**config.mk**
```make
export PLATFORM = sky130hd
export DESIGN_NAME = sevseg_scan_n
export DESIGN_NICKNAME = d
export VERILOG_FILES = /design/src/rtl/sevseg_scan_n.sv
export SDC_FILE = /design/constraint.sdc
export NUM_CORES = 1
export LEC_CHECK = 0
export CORE_MARGIN = 2
export CORE_UTILIZATION = 55
export CTS_CLUSTER_DIAMETER = 120
export CTS_CLUSTER_SIZE = 14
export DETAILED_ROUTE_END_ITERATION = 10
export PLACE_DENSITY = 0.83
export SYNTH_ARGS = -nofsm -noshare
export SYNTH_HDL_FRONTEND = slang
export SYNTH_SLANG_ARGS = --single-unit
```
**constraint.sdc**
```tcl
create_clock -name clk -period 4.85 [get_ports clk]
set_clock_uncertainty 0.2 [all_clocks]
set_input_delay 0.7275 -clock clk [delete_from_list [all_inputs] [get_ports clk]]
set_output_delay 0.7275 -clock clk [all_outputs]
set_load 0.05 [all_outputs]
```
**src/rtl/sevseg_scan_n.sv**
```systemverilog
// -----------------------------------------------------------------------------
// sevseg_scan_n
//   Multiplexed N-digit seven-segment scan driver with configurable anode and
//   segment polarity, per-digit blanking, decimal points, leading-zero
//   suppression, PWM brightness, anti-ghosting dead time and a frame strobe.
//
// Ports
//   clk          system clock
//   rst_n        asynchronous active-low reset
//   digits_in    hex value per digit, nibble i = digit i (digit 0 rightmost)
//   dp_in        decimal point request per digit
//   blank_in     force digit i dark
//   lz_suppress  enable leading-zero suppression (digit 0 never suppressed)
//   brightness   PWM duty, 0 = dark, all-ones = full on
//   ANODE        digit select, bit i = digit i
//   CATHODE      segments gfedcba (bit 6 = g ... bit 0 = a)
//   DP           decimal point segment
//   frame_tick   one-cycle pulse per completed scan frame
// -----------------------------------------------------------------------------
module sevseg_scan_n #(
  parameter int unsigned NUM_DIGITS       = 4,
  parameter int unsigned REFRESH_CYCLES   = 100000,
  parameter int unsigned BLANK_CYCLES     = 1000,
  parameter int unsigned BRIGHT_W         = 4,
  parameter int unsigned ANODE_ACTIVE_LOW = 1,
  parameter int unsigned SEG_ACTIVE_LOW   = 1
) (
  input  logic                    clk,
  input  logic                    rst_n,
  input  logic [4*NUM_DIGITS-1:0] digits_in,
  input  logic [NUM_DIGITS-1:0]   dp_in,
  input  logic [NUM_DIGITS-1:0]   blank_in,
  input  logic                    lz_suppress,
  input  logic [BRIGHT_W-1:0]     brightness,
  output logic [NUM_DIGITS-1:0]   ANODE,
  output logic [6:0]              CATHODE,
  output logic                    DP,
  output logic                    frame_tick
);

  localparam int unsigned CNT_W = (REFRESH_CYCLES > 1) ? $clog2(REFRESH_CYCLES) : 1;
  localparam int unsigned IDX_W = (NUM_DIGITS > 1) ? $clog2(NUM_DIGITS) : 1;

  localparam logic [CNT_W-1:0] SLOT_LAST  = CNT_W'(REFRESH_CYCLES - 1);
  localparam logic [CNT_W-1:0] SLOT_BLANK = CNT_W'(BLANK_CYCLES);
  localparam logic [IDX_W-1:0] IDX_LAST   = IDX_W'(NUM_DIGITS - 1);

  // XOR masks that map active-high internal values onto pin polarity;
  // they are also the "everything off" pin levels.
  localparam logic [NUM_DIGITS-1:0] ANODE_INV = (ANODE_ACTIVE_LOW != 0) ? '1 : '0;
  localparam logic [6:0]            SEG_INV   = (SEG_ACTIVE_LOW != 0) ? '1 : '0;
  localparam logic                  DP_INV    = (SEG_ACTIVE_LOW != 0);

  // Active-high gfedcba pattern for a hex nibble.
  function automatic logic [6:0] seg_decode(input logic [3:0] value);
    logic [6:0] seg;
    case (value)
      4'h0:    seg = 7'b0111111;
      4'h1:    seg = 7'b0000110;
      4'h2:    seg = 7'b1011011;
      4'h3:    seg = 7'b1001111;
      4'h4:    seg = 7'b1100110;
      4'h5:    seg = 7'b1101101;
      4'h6:    seg = 7'b1111101;
      4'h7:    seg = 7'b0000111;
      4'h8:    seg = 7'b1111111;
      4'h9:    seg = 7'b1101111;
      4'hA:    seg = 7'b1110111;
      4'hB:    seg = 7'b1111100;
      4'hC:    seg = 7'b0111001;
      4'hD:    seg = 7'b1011110;
      4'hE:    seg = 7'b1111001;
      default: seg = 7'b1110001;
    endcase
    return seg;
  endfunction

  // Scan state
  logic [CNT_W-1:0]    slot_cnt;
  logic [IDX_W-1:0]    idx;
  logic [BRIGHT_W-1:0] pwm_cnt;

  // Per-slot snapshot of the digit being shown
  logic [3:0] snap_digit;
  logic       snap_dp;
  logic       snap_dark;

  // Combinational helpers
  logic [NUM_DIGITS-1:0] zero_run;
  logic [3:0]            live_digit;
  logic                  live_dp;
  logic                  live_dark;
  logic [3:0]            cur_digit;
  logic                  cur_dp;
  logic                  cur_dark;
  logic                  pwm_on;
  logic                  lit;
  logic [NUM_DIGITS-1:0] sel;

  // zero_run[i] = every nibble from the top digit down to i is zero.
  always_comb begin
    logic run;
    run      = 1'b1;
    zero_run = '0;
    for (int unsigned k = 0; k < NUM_DIGITS; k++) begin
      run = run && (digits_in[(NUM_DIGITS-1-k)*4 +: 4] == 4'h0);
      zero_run[NUM_DIGITS-1-k] = run;
    end
  end

  always_comb begin
    live_digit = digits_in[{idx, 2'b00} +: 4];
    live_dp    = dp_in[idx];
    live_dark  = blank_in[idx] | (lz_suppress & (idx != '0) & zero_run[idx]);
  end

  // The snapshot registers load at the end of the slot_cnt==0 cycle, so during
  // that cycle the live values stand in for them; this keeps the first cycle
  // of a slot correct even when BLANK_CYCLES is 0.
  always_comb begin
    if (slot_cnt == '0) begin
      cur_digit = live_digit;
      cur_dp    = live_dp;
      cur_dark  = live_dark;
    end else begin
      cur_digit = snap_digit;
      cur_dp    = snap_dp;
      cur_dark  = snap_dark;
    end
  end

  always_comb begin
    pwm_on = (brightness == '1) || (pwm_cnt < brightness);
    lit    = (slot_cnt >= SLOT_BLANK) && !cur_dark && pwm_on;
    sel    = NUM_DIGITS'(1) << idx;
  end

  always_ff @(posedge clk or negedge rst_n) begin
    if (!rst_n) begin
      slot_cnt   <= '0;
      idx        <= '0;
      pwm_cnt    <= '0;
      snap_digit <= '0;
      snap_dp    <= 1'b0;
      snap_dark  <= 1'b1;
      ANODE      <= ANODE_INV;
      CATHODE    <= SEG_INV;
      DP         <= DP_INV;
      frame_tick <= 1'b0;
    end else begin
      pwm_cnt <= pwm_cnt + 1'b1;

      if (slot_cnt == '0) begin
        snap_digit <= live_digit;
        snap_dp    <= live_dp;
        snap_dark  <= live_dark;
      end

      if (slot_cnt == SLOT_LAST) begin
        slot_cnt   <= '0;
        idx        <= (idx == IDX_LAST) ? '0 : idx + 1'b1;
        frame_tick <= (idx == IDX_LAST);
      end else begin
        slot_cnt   <= slot_cnt + 1'b1;
        frame_tick <= 1'b0;
      end

      ANODE   <= (lit ? sel : '0) ^ ANODE_INV;
      CATHODE <= (lit ? seg_decode(cur_digit) : 7'b0) ^ SEG_INV;
      DP      <= (lit & cur_dp) ^ DP_INV;
    end
  end

endmodule

```
Yosys cells after proc, flatten, opt, wreduce, memory -nomap -nowiden
Memory sizes are Yosys's and may differ from the RTL's. Index checks and enable logic that the tools add are counted.

Logic and storage cells: 56. Bits in read-only memories: 112. Output and inout port bits: 13. Bits in registers: 42. Memories kept: 1.

Reduce and logical (&&, ||, !) cells: 13. Mux-type cells: 14. Magnitude comparators: 3. Shift operators: 2. Equal/unequal tests: 3. Bitwise gates (word level): 7. Add/subtract/negate cells: 3.

Memories: (name not given) (depth 16, width 7, read ports 1, clocked after Yosys merged registers in 0, write ports 0, RTL line 57) `case (value)`.

Operators by type and width (number): adder 17 x 1 -> 17 bit, second input constant (1); equality test 17 bit, second input constant (1); >= comparator 17 x 10 -> 1 bit, second input constant (1); zero test 17 bit (1); 2-to-1 mux 17 bit (1); zero test 4 bit (4); variable part select 16 x 5 -> 4 bit (1); 2-to-1 mux 4 bit (2); 2-to-1 mux 7 bit (1); NOT 7 bit (1); binary-select mux 1 bit (select 2 bit) (3); 2-to-1 mux 1 bit (6); logical AND 1 bit (5); adder 4 x 1 -> 4 bit, second input constant (1); equality test 4 bit, second input constant (1); < comparator 4 bit (1); NOT 4 bit (1); left shift 1 x 2 -> 4 bit, first input constant (1); AND 1 bit (3); < comparator 2 x 3 -> 1 bit, second input constant (1); adder 2 x 1 -> 2 bit, second input constant (1); equality test 2 bit, second input constant (1); 2-to-1 mux 2 bit (1); nonzero test 2 bit (1); other kinds (4) (4).

Depth between registers and ports, before layout
Gate-level depths: netlist (run 1).

Depth in word-level cells: 14. Depth in mapped cells: 11.

Least setup slack after synthesis (run 1)
OpenSTA, ideal clock, no wires.

Path kind: reg2reg. Start point: register slot_cnt[0]. End point: register CATHODE[2]. Data arrival time: 2270 ps. Clock period less this slack: 2568 ps. Cell stages (with the launch flop): 10. Setup time: 98 ps. Setup slack: 2282 ps. Path through: dfrtp_1 -> inv_1 -> ha_1 -> nor4b_4 -> nand3_4 -> nor2_8 -> mux2i_1 -> inv_1 -> ha_1 -> o311ai_1.

Elaborated cells on any way between the ends: 10. Classes of those cells: 1 x order compare; 3 x mux; 1 x bitwise; 4 x reduce/logical; 1 x memory.

RTL lines: from (decl) (RTL line 79) `logic [CNT_W-1:0] slot_cnt;`; from (signal assigned) (RTL line 164) `slot_cnt <= slot_cnt + 1'b1;`; zero test 17 bit (RTL line 121) `if (slot_cnt == '0) begin`; 2-to-1 mux 4 bit; named net cur_digit[0] (RTL line 93) `logic [3:0] cur_digit;`; memory read (16 x 7 bit); 2-to-1 mux 7 bit (RTL line 169) `CATHODE <= (lit ? seg_decode(cur_digit) : 7'b0) ^ SEG_INV;`; NOT 7 bit (no line); to (signal assigned) (RTL line 169); to (decl) (RTL line 36) `output logic [6:0] CATHODE,`.

The timed path passes the listed nets, and every way through them passes these cells. A chain may end at the register's enable or synchronous reset.

Worst setup path in the final report (run 1)
Start point: input digits_in[12]. End point: register CATHODE[6].

Elaborated cells on any way between the ends: 17. Classes of those cells: 1 x shift; 5 x mux; 3 x bitwise; 7 x reduce/logical; 1 x memory.

RTL lines: from (decl) (RTL line 30) `input logic [4*NUM_DIGITS-1:0] digits_in,`; variable part select 16 x 5 -> 4 bit (RTL line 112) `live_digit = digits_in[{idx, 2'b00} +: 4];`; 2-to-1 mux 4 bit; named net cur_digit[0] (RTL line 93); memory read (16 x 7 bit); 2-to-1 mux 7 bit (RTL line 169); NOT 7 bit (no line).

The timed path passes the listed nets, and every way through them passes these cells. The select of a mux whose other input is x is not followed.

==> results of run 1 <==
[logic make-up (layout without fill, tap and decap cells)]
group | count (synthesis) | in the layout | synth area share, %
compound gates | 19 | 19 | 5.88
xor+xnor | 19 | 19 | 6.98
simple gates | 73 | 73 | 18.4
buf+inv | 22 | 68 | 4.30
fa+ha+maj | 16 | 16 | 8.39
flops | 42 | 42 | 44.8
mux | 18 | 18 | 11.3
[area by class of cell]
cell class              instances  area (µm²)
well taps                      50        62.6
repair buffers                 44         433
fillers                       293        1140
clock buffers                   5        68.8
clock inverters                 3        43.8
flip-flops and latches         42        1070
inverters                      16        60.1
multi-input cells             145        1210
[synth_stat cells (all sizes together), types with 2 or more instances]
library cell | n | area (µm²)
nor2b | 2 | 12.5
xor2 | 9 | 78.8
mux2i | 10 | 108
and2 | 2 | 12.5
ha | 16 | 200
clkbuf | 2 | 7.51
a21oi | 2 | 10.0
xnor2 | 10 | 87.6
nor4 | 5 | 46.3
and3 | 2 | 12.5
mux2 | 2 | 26.3
nand3 | 12 | 72.6
nand2 | 13 | 56.3
o221ai | 4 | 41.3
nor2 | 19 | 87.6
nand4 | 6 | 37.5
mux4 | 6 | 135
buf | 4 | 35.0
nor3 | 8 | 55.1
inv | 16 | 60.1
dfrtp | 29 | 726
dfstp | 13 | 342
o21ai | 7 | 35.0
[placed cells by master, fill, tap and decap left out, drive strengths merged, types with 2 or more instances in the layout]
master | synthesis | layout
nand2 | 13 | 13
a21oi | 2 | 2
mux2 | 2 | 2
buf | 4 | 2
nor4 | 5 | 5
nor2 | 19 | 19
o221ai | 4 | 4
xnor2 | 10 | 10
and3 | 2 | 2
inv | 16 | 17
clkdlybuf4s50 | 0 | 42
dfstp | 13 | 13
nor2b | 2 | 2
dfrtp | 29 | 29
ha | 16 | 16
xor2 | 9 | 9
nand3 | 12 | 12
and2 | 2 | 2
o21ai | 7 | 7
nor3 | 8 | 8
mux4 | 6 | 6
mux2i | 10 | 10
nand4 | 6 | 6
clkbuf | 2 | 5
[through the flow]
step / cell area [µm²] / utilization (%) / worst slack (ps)
floorplan: 2380 / - / 2280
global placement: 2840 / 69.4 / 1700
detailed placement: 2840 / 69.4 / 1620
CTS: 2950 / 72.2 / 1930
global route: 2950 / 72.2 / 1650
finish: 2950 / 72.2 / 1930
[path summary, 6_finish.rpt]
check | cells after the start | from | slack [ps] | endpoint
hold / removal | 1 | pwm_cnt[0] | 280 | pwm_cnt[0]
min in group asynchronous | 1 | rst_n | 350 | pwm_cnt[3]
max in group asynchronous | 1 | rst_n | 3540 | idx[1]
setup reg to reg | 8 | slot_cnt[11] | 1960 | CATHODE[6]
setup / recovery | 7 | digits_in[12] | 1930 | CATHODE[6]
hold reg to reg | 1 | pwm_cnt[0] | 280 | pwm_cnt[0]
[power by group through the flow]
stage | clock network [mW] | logic (mW) | registers (mW)
after detailed placement | 0 | 0.0625 | 0.361
final | 0.281 | 0.0625 | 0.355
after global routing | 0.298 | 0.0690 | 0.355
after global placement | 0 | 0.0614 | 0.361
after floorplan | 0 | 0.0257 | 0.361
after CTS | 0.287 | 0.0628 | 0.355
[routing by layer]
metal / track usage, % / share of wire (%) / vias to the layer above / wire length, µm
li1: - / - / 826 / -
met1: 26.1 / 41 / 847 / 2010
met2: 40.2 / 55 / 31 / 2700
met3: 4.62 / 3.0 / 5 / 147
met4: 5.13 / 1.1 / 0 / 54
met5: 0 / 0 / - / 0
[critical path: cells and delay by family]
kind                     cells  cell delay (ps)
multiplexers                 3             1130
adder cells (fa/ha/maj)      1              280
buffers and inverters        2              600
AO/OA/AOI/OAI                1              160
[sequential cells by signal, indices dropped and copies added (netlist names), 2 cells and up]
register	flops
slot_cnt	17
CATHODE	7
pwm_cnt	4
idx	2
ANODE	4
snap_digit	4
==> results by group, run 1 <==
Global route
  • GR Util All Layers: a little over a fifth
  • Vias in the first global route: approximately 1700
  • GRT Residual Overflow: 0
  • Initial antenna violation count: 0
  • Largest net degree at the start of global routing: between 40 and 50
  • First-pass GRT wire length: approximately 8.4 mm

Die
  • Core Area: 4090 µm²
  • Die area: just under 5000 µm²
  • Initial Utilization: between 50% and 60%
  • Num ports: 44
  • Die Y: ~70 µm
  • Die X-Extent: around 70 µm
  • Row cnt: 23

Yosys
  • Syn avg cell area: roughly 11 µm²
  • YS warnings: 0
  • Top FF cell, synth: dfrtp_1
  • Post-synth EDFFs: 0
  • Sequential share of the synthesized area: between 40% and 50%
  • Synthesized area: between 2000 and 2500 µm²
  • Cells after Synth: 209
  • Distinct cells, synth: 45
  • FFs w/ async S/R, synth: 100%
  • Post-synthesis net count: 256
  • Synthesized flop and latch total: 42

Power
  • Internal: between 0.5 and 0.6 mW
  • Flop pwr share: around 50%
  • Clock Power Share: between 40% and 50%
  • Power, Total: around 0.70 mW
  • Pwr dens: 237 nW/µm²
  • VDD IR max: about 0.00016 V
  • P_sw: about 0.16 mW
  • Net Sw Frac: between 20% and 30%
  • Pleak: ~1.2 nW
  • Comb pwr share: under 10%

Clock tree
  • Clk_lat worst skew: roughly 300 ps
  • Post-CTS setup buffer count: 0
  • Num CTS Buffers: 5
  • Clock transition at path regs: about 80 ps
  • CTS tree: built
  • CTS H-Tree Depth: 2
  • Clock sink count: 42
  • Post_cts resized: 0
  • CTS root buf: clkbuf_8
  • Clk buf depth: 2
  • Cts hold-fix bufs: 0

Finish
  • Nets: 301
  • # diodes: 0
  • Final non-filler cell total: around 310
  • Area Overhead vs Synth: 23.7%
  • Share of layout cells above drive strength 1: 17.3%

Critical path
  • CP dominant cell by count: mux2i_1
  • Worst Setup Start Kind: primary input
  • Worst Path Required: 4820 ps
  • Crit path kind: primary input to flip-flop
  • Crit path DAT: slightly below 3000 ps
  • Critical Path Max Stage Delay: around 500 ps
  • Cell Chain, Critical Path: clkdlybuf4s50_1 > mux4_2 > mux2i_1 > inv_1 > ha_1 > mux2i_1 > o221ai_1
  • CP max stage cell: mux2i_1
  • Critical path peak fanout: 8
  • Crit path capture type: flip-flop

Timing
  • Least-Margin Pin Slew: about 900 ps
  • Endpoints failing setup: 0
  • RSZ-0062 raised after global routing: false
  • Final hold slack: approximately 280 ps
  • Hold Vio Cnt, Final: 0
  • Fmax: between 0.3 and 0.4 GHz
  • Final Max Slew Viols: 0
  • Slew headroom: 40.3%
  • Sum of negative setup slack: 0 ps
  • Final period util: 60.3%
  • Post-layout min period: just under 3000 ps

Placement
  • Port Buffers: 43
  • Detailed-placement wirelength estimate: between 3 and 4 mm
  • Post-placement cell count: just under 300
  • Gpl congestion: 0.827

Route
  • Via-per-instance ratio: approximately 5.6
  • ANT nets after route: 0
  • First-pass DRT Iterations: 6
  • WL per Instance: roughly 16 µm
  • Number of DRC markers in iteration 0: 60
  • Wirelength, routed: 4.91 mm
  • Via count: 1709
  • DRC: 0

Run status
  • Status: complete, no violations

Min path
  • Hold/Removal Path Class: flip-flop to flip-flop

Job
  • MaxCap Viol Count: 0
Note: power is estimated with default switching activity, not from simulation.
==> inputs of run 2 (changes only) <==
--- a/config.mk
+++ b/config.mk
@@ -6,11 +6,11 @@
 export NUM_CORES = 1
 export LEC_CHECK = 0
 export CORE_MARGIN = 2
-export CORE_UTILIZATION = 55
+export CORE_UTILIZATION = 52
 export CTS_CLUSTER_DIAMETER = 120
 export CTS_CLUSTER_SIZE = 14
 export DETAILED_ROUTE_END_ITERATION = 10
-export PLACE_DENSITY = 0.83
+export PLACE_DENSITY = 0.79
 export SYNTH_ARGS = -nofsm -noshare
 export SYNTH_HDL_FRONTEND = slang
 export SYNTH_SLANG_ARGS = --single-unit
==> constraint.sdc (replaced) <==
create_clock -name clk -period 2.7 [get_ports clk]
set_clock_uncertainty 0.2 [all_clocks]
set_input_delay 0.405 -clock clk [delete_from_list [all_inputs] [get_ports clk]]
set_output_delay 0.405 -clock clk [all_outputs]
set_load 0.05 [all_outputs]
==> run 2 against run 1 <==
Largest power group unchanged. Sequential power up 80%. Clock-buffer cell count is the same. Clock power rose by 77%. Critical endpoint is now CATHODE[4]. Die area up 5.4%. Sequential share of layout area shrank 1.2 points. Non-clock buffer count up 10. Global-route usage down 1.5 points. Critical path depth up 3.
==> results by group, run 2 (synthesis gave the netlist of run 1 again) <==
Run status
  • Status: complete, no violations

Job
  • MaxCap Viol Count: 0 (unchanged)

Route
  • Number of DRC markers in iteration 0: 84 (+40%)
  • DRC: 0 (unchanged)
  • Highest routed layer: met4
  • Met2 WL: 2.40 mm (-11%)
  • Wirelength, routed: 4.73 mm (-3.8%)
  • First-pass DRT Iterations: 4 (-2)
  • Via count: 1768 (+3.5%)
  • ANT nets after route: 0 (unchanged)
  • Met1 wire length: 2.07 mm (+2.9%)
  • WL per Instance: 14.9 µm (-7.4%)
  • Met3 Wirelength: 161 µm (+9.5%)
  • Via-per-instance ratio: 5.58 (-0.46%)

Timing
  • Final Max Slew Viols: 0 (unchanged)
  • Post-layout min period: 2560 ps
  • Final period util: 94.8%
  • Slew headroom: 40.3% (about the same)
  • Setup ws final: 140 ps (-1790 ps)
  • Hold Vio Cnt, Final: 0 (unchanged)
  • Least-Margin Pin Slew: 896 ps (+0.362 ps)
  • Endpoints failing setup: 0 (unchanged)
  • Fmax: 0.391 GHz

Clock tree
  • CTS tree: built
  • CTS root buf: clkbuf_8
  • Num CTS Buffers: 5 (unchanged)
  • Clk_lat worst skew: 300 ps (about the same)
  • CTS H-Tree Depth: 2 (unchanged)
  • Clock transition at path regs: 90 ps (about the same)
  • Clock sink count: 42 (unchanged)
  • Clk buf depth: 2 (unchanged)
  • Cts hold-fix bufs: 0 (unchanged)

Finish
  • Top flop regs: slot_cnt x17, CATHODE x7
  • # diodes: 0 (unchanged)
  • Commonest non-fill, non-tap cells in the layout: clkdlybuf4s50_1 (42), dfrtp_1 (29), nor2_1 (18), ha_1 (16), inv_1 (15)
  • Commonest non-fill, non-tap cell in the layout: clkdlybuf4s50_1
  • Max reg flops: 17 (unchanged)
  • Nets: 311 (+3.3%)
  • Share of layout cells above drive strength 1: 20.8% (+3.5 points)
  • Area Overhead vs Synth: 27.8%
  • Filler Cell Count: 344 (+17%)
  • Largest Register: slot_cnt
  • Fin util: 69.5% (-2.7 points)

Power
  • Comb pwr share: 9.3% (+0.4 points)
  • Pwr dens: 411 nW/µm² (+73%)
  • Net Sw Frac: 22.1% (-0.27 points)
  • P_sw: 0.277 mW (+77%)
  • Pleak: 1.28 nW (+3.9%)
  • Internal: 0.976 mW (+80%)
  • VDD IR max: 0.000289 V (+82%)
  • Flop pwr share: 50.9% (about the same)
  • Clock Power Share: 39.7% (-0.6 points)

Critical path
  • Cell family with most CP delay: simple AND/OR/NAND/NOR gates
  • CP dominant cell by count: buf_4
  • CP max stage cell: dfrtp_1
  • Worst Setup Start Kind: flip-flop
  • Critical Path Max Stage Delay: 430 ps (-70 ps)
  • CP bufs+invs: 3 (+1)
  • Critical path peak fanout: 13 (+5)
  • Cell Chain, Critical Path: inv_1 > ha_1 > nor4b_4 > nand3_4 > nor2_8 > buf_4 > mux2i_2 > buf_4 > mux2_4 > o221ai_2
  • Crit path DAT: 2590 ps (-310 ps)
  • Worst Path Required: 2730 ps (-2090 ps)
  • Crit path capture type: flip-flop
  • Crit path kind: flip-flop to flip-flop

Die
  • Die Y: 71.7 µm (+2.7%)
  • Core Area: 4380 µm² (+7.3%)
  • Die X-Extent: 71.7 µm (+2.7%)
  • Initial Utilization: 54.4% (-4.0 points)
  • Die area: 5140 µm² (+5.4%)
  • Num ports: 44 (unchanged)
  • Row cnt: 24 (+4.3%)

Global route
  • First-pass GRT wire length: 8.04 mm (-4.3%)
  • GRT Residual Overflow: 0 (unchanged)
  • Initial antenna violation count: 0 (unchanged)
  • Vias in the first global route: 1772 (+1.5%)
  • GR Util All Layers: 20.4% (-1.5 points)
  • Largest net degree at the start of global routing: 43 (unchanged)

Min path
  • Hold/Removal Path Class: primary input to asynchronous set/reset pin

Placement
  • Detailed-placement wirelength estimate: 3.59 mm (-4.7%)
  • Post-place setup slack: -72.9 ps (-1690 ps)
  • Port Buffers: 43 (unchanged)
  • Gpl congestion: 0.804 (-2.9%)
run 2: metal layers:
metal  vias up  GRT usage [%]
met4         0           9.85
met2        44           34.3
li1        845              -
met5         -              0
met3         9           3.66
met1       870           25.6
run 2: path summary, 6_finish.rpt:
kind	slack, ps	endpoint	cells after the start	from
worst min register to register	290	pwm_cnt[3]	1	pwm_cnt[3]
min in group clk	290	pwm_cnt[3]	1	pwm_cnt[3]
max in group asynchronous	1710	slot_cnt[2]	1	rst_n
worst max-delay path	140	CATHODE[4]	10	slot_cnt[0]
worst max register to register	140	CATHODE[4]	10	slot_cnt[0]
worst min-delay path	30	snap_digit[3]	1	rst_n
run 2: power by group through the flow:
stage | clock network (mW) | logic, mW | registers, mW
floorplan | 0 | 0.0463 | 0.648
global placement | 0 | 0.113 | 0.649
detailed placement | 0 | 0.115 | 0.649
CTS | 0.514 | 0.116 | 0.637
global route | 0.543 | 0.130 | 0.638
finish | 0.497 | 0.117 | 0.638
run 2: stage by stage:
stage	power, mW	setup TNS, ps	cells	area [µm²]	hold WS, ps
after floorplan	0.695	0	209	2380	-90.6
after global placement	0.762	0	306	2890	263
after detailed placement	0.763	-231	306	2890	275
after CTS	1.27	0	314	3010	50.2
after global routing	1.31	-2.90	317	3050	110
final	1.25	0	317	3050	29.0
run 2: repair_timing:
action	4_1_cts	5_1_grt
buffers inserted	0	3
endpoints found under the setup margin	0	7
gates resized for setup	0	3
run 2: layout make-up:
cell class | instances | area [µm²] | share of cell area (%)
Timing Repair Buffer | 54 | 508 | 16.7
Multi-Input combinational cell | 145 | 1230 | 40.5
Inverter | 16 | 60.1 | 1.97
Tap cell | 52 | 65.1 | 2.13
Sequential cell | 42 | 1070 | 35.0
Clock buffer | 5 | 68.8 | 2.26
Clock inverter | 3 | 45.0 | 1.48
run 2: worst register-to-register path, cell delays in order, from the launching register on:
cell,delay (ps)
dfrtp_1,430
inv_1,80
ha_1,140
nor4b_4,240
nand3_4,140
nor2_8,200
buf_4,180
mux2i_2,200
buf_4,220
mux2_4,320
o221ai_2,150
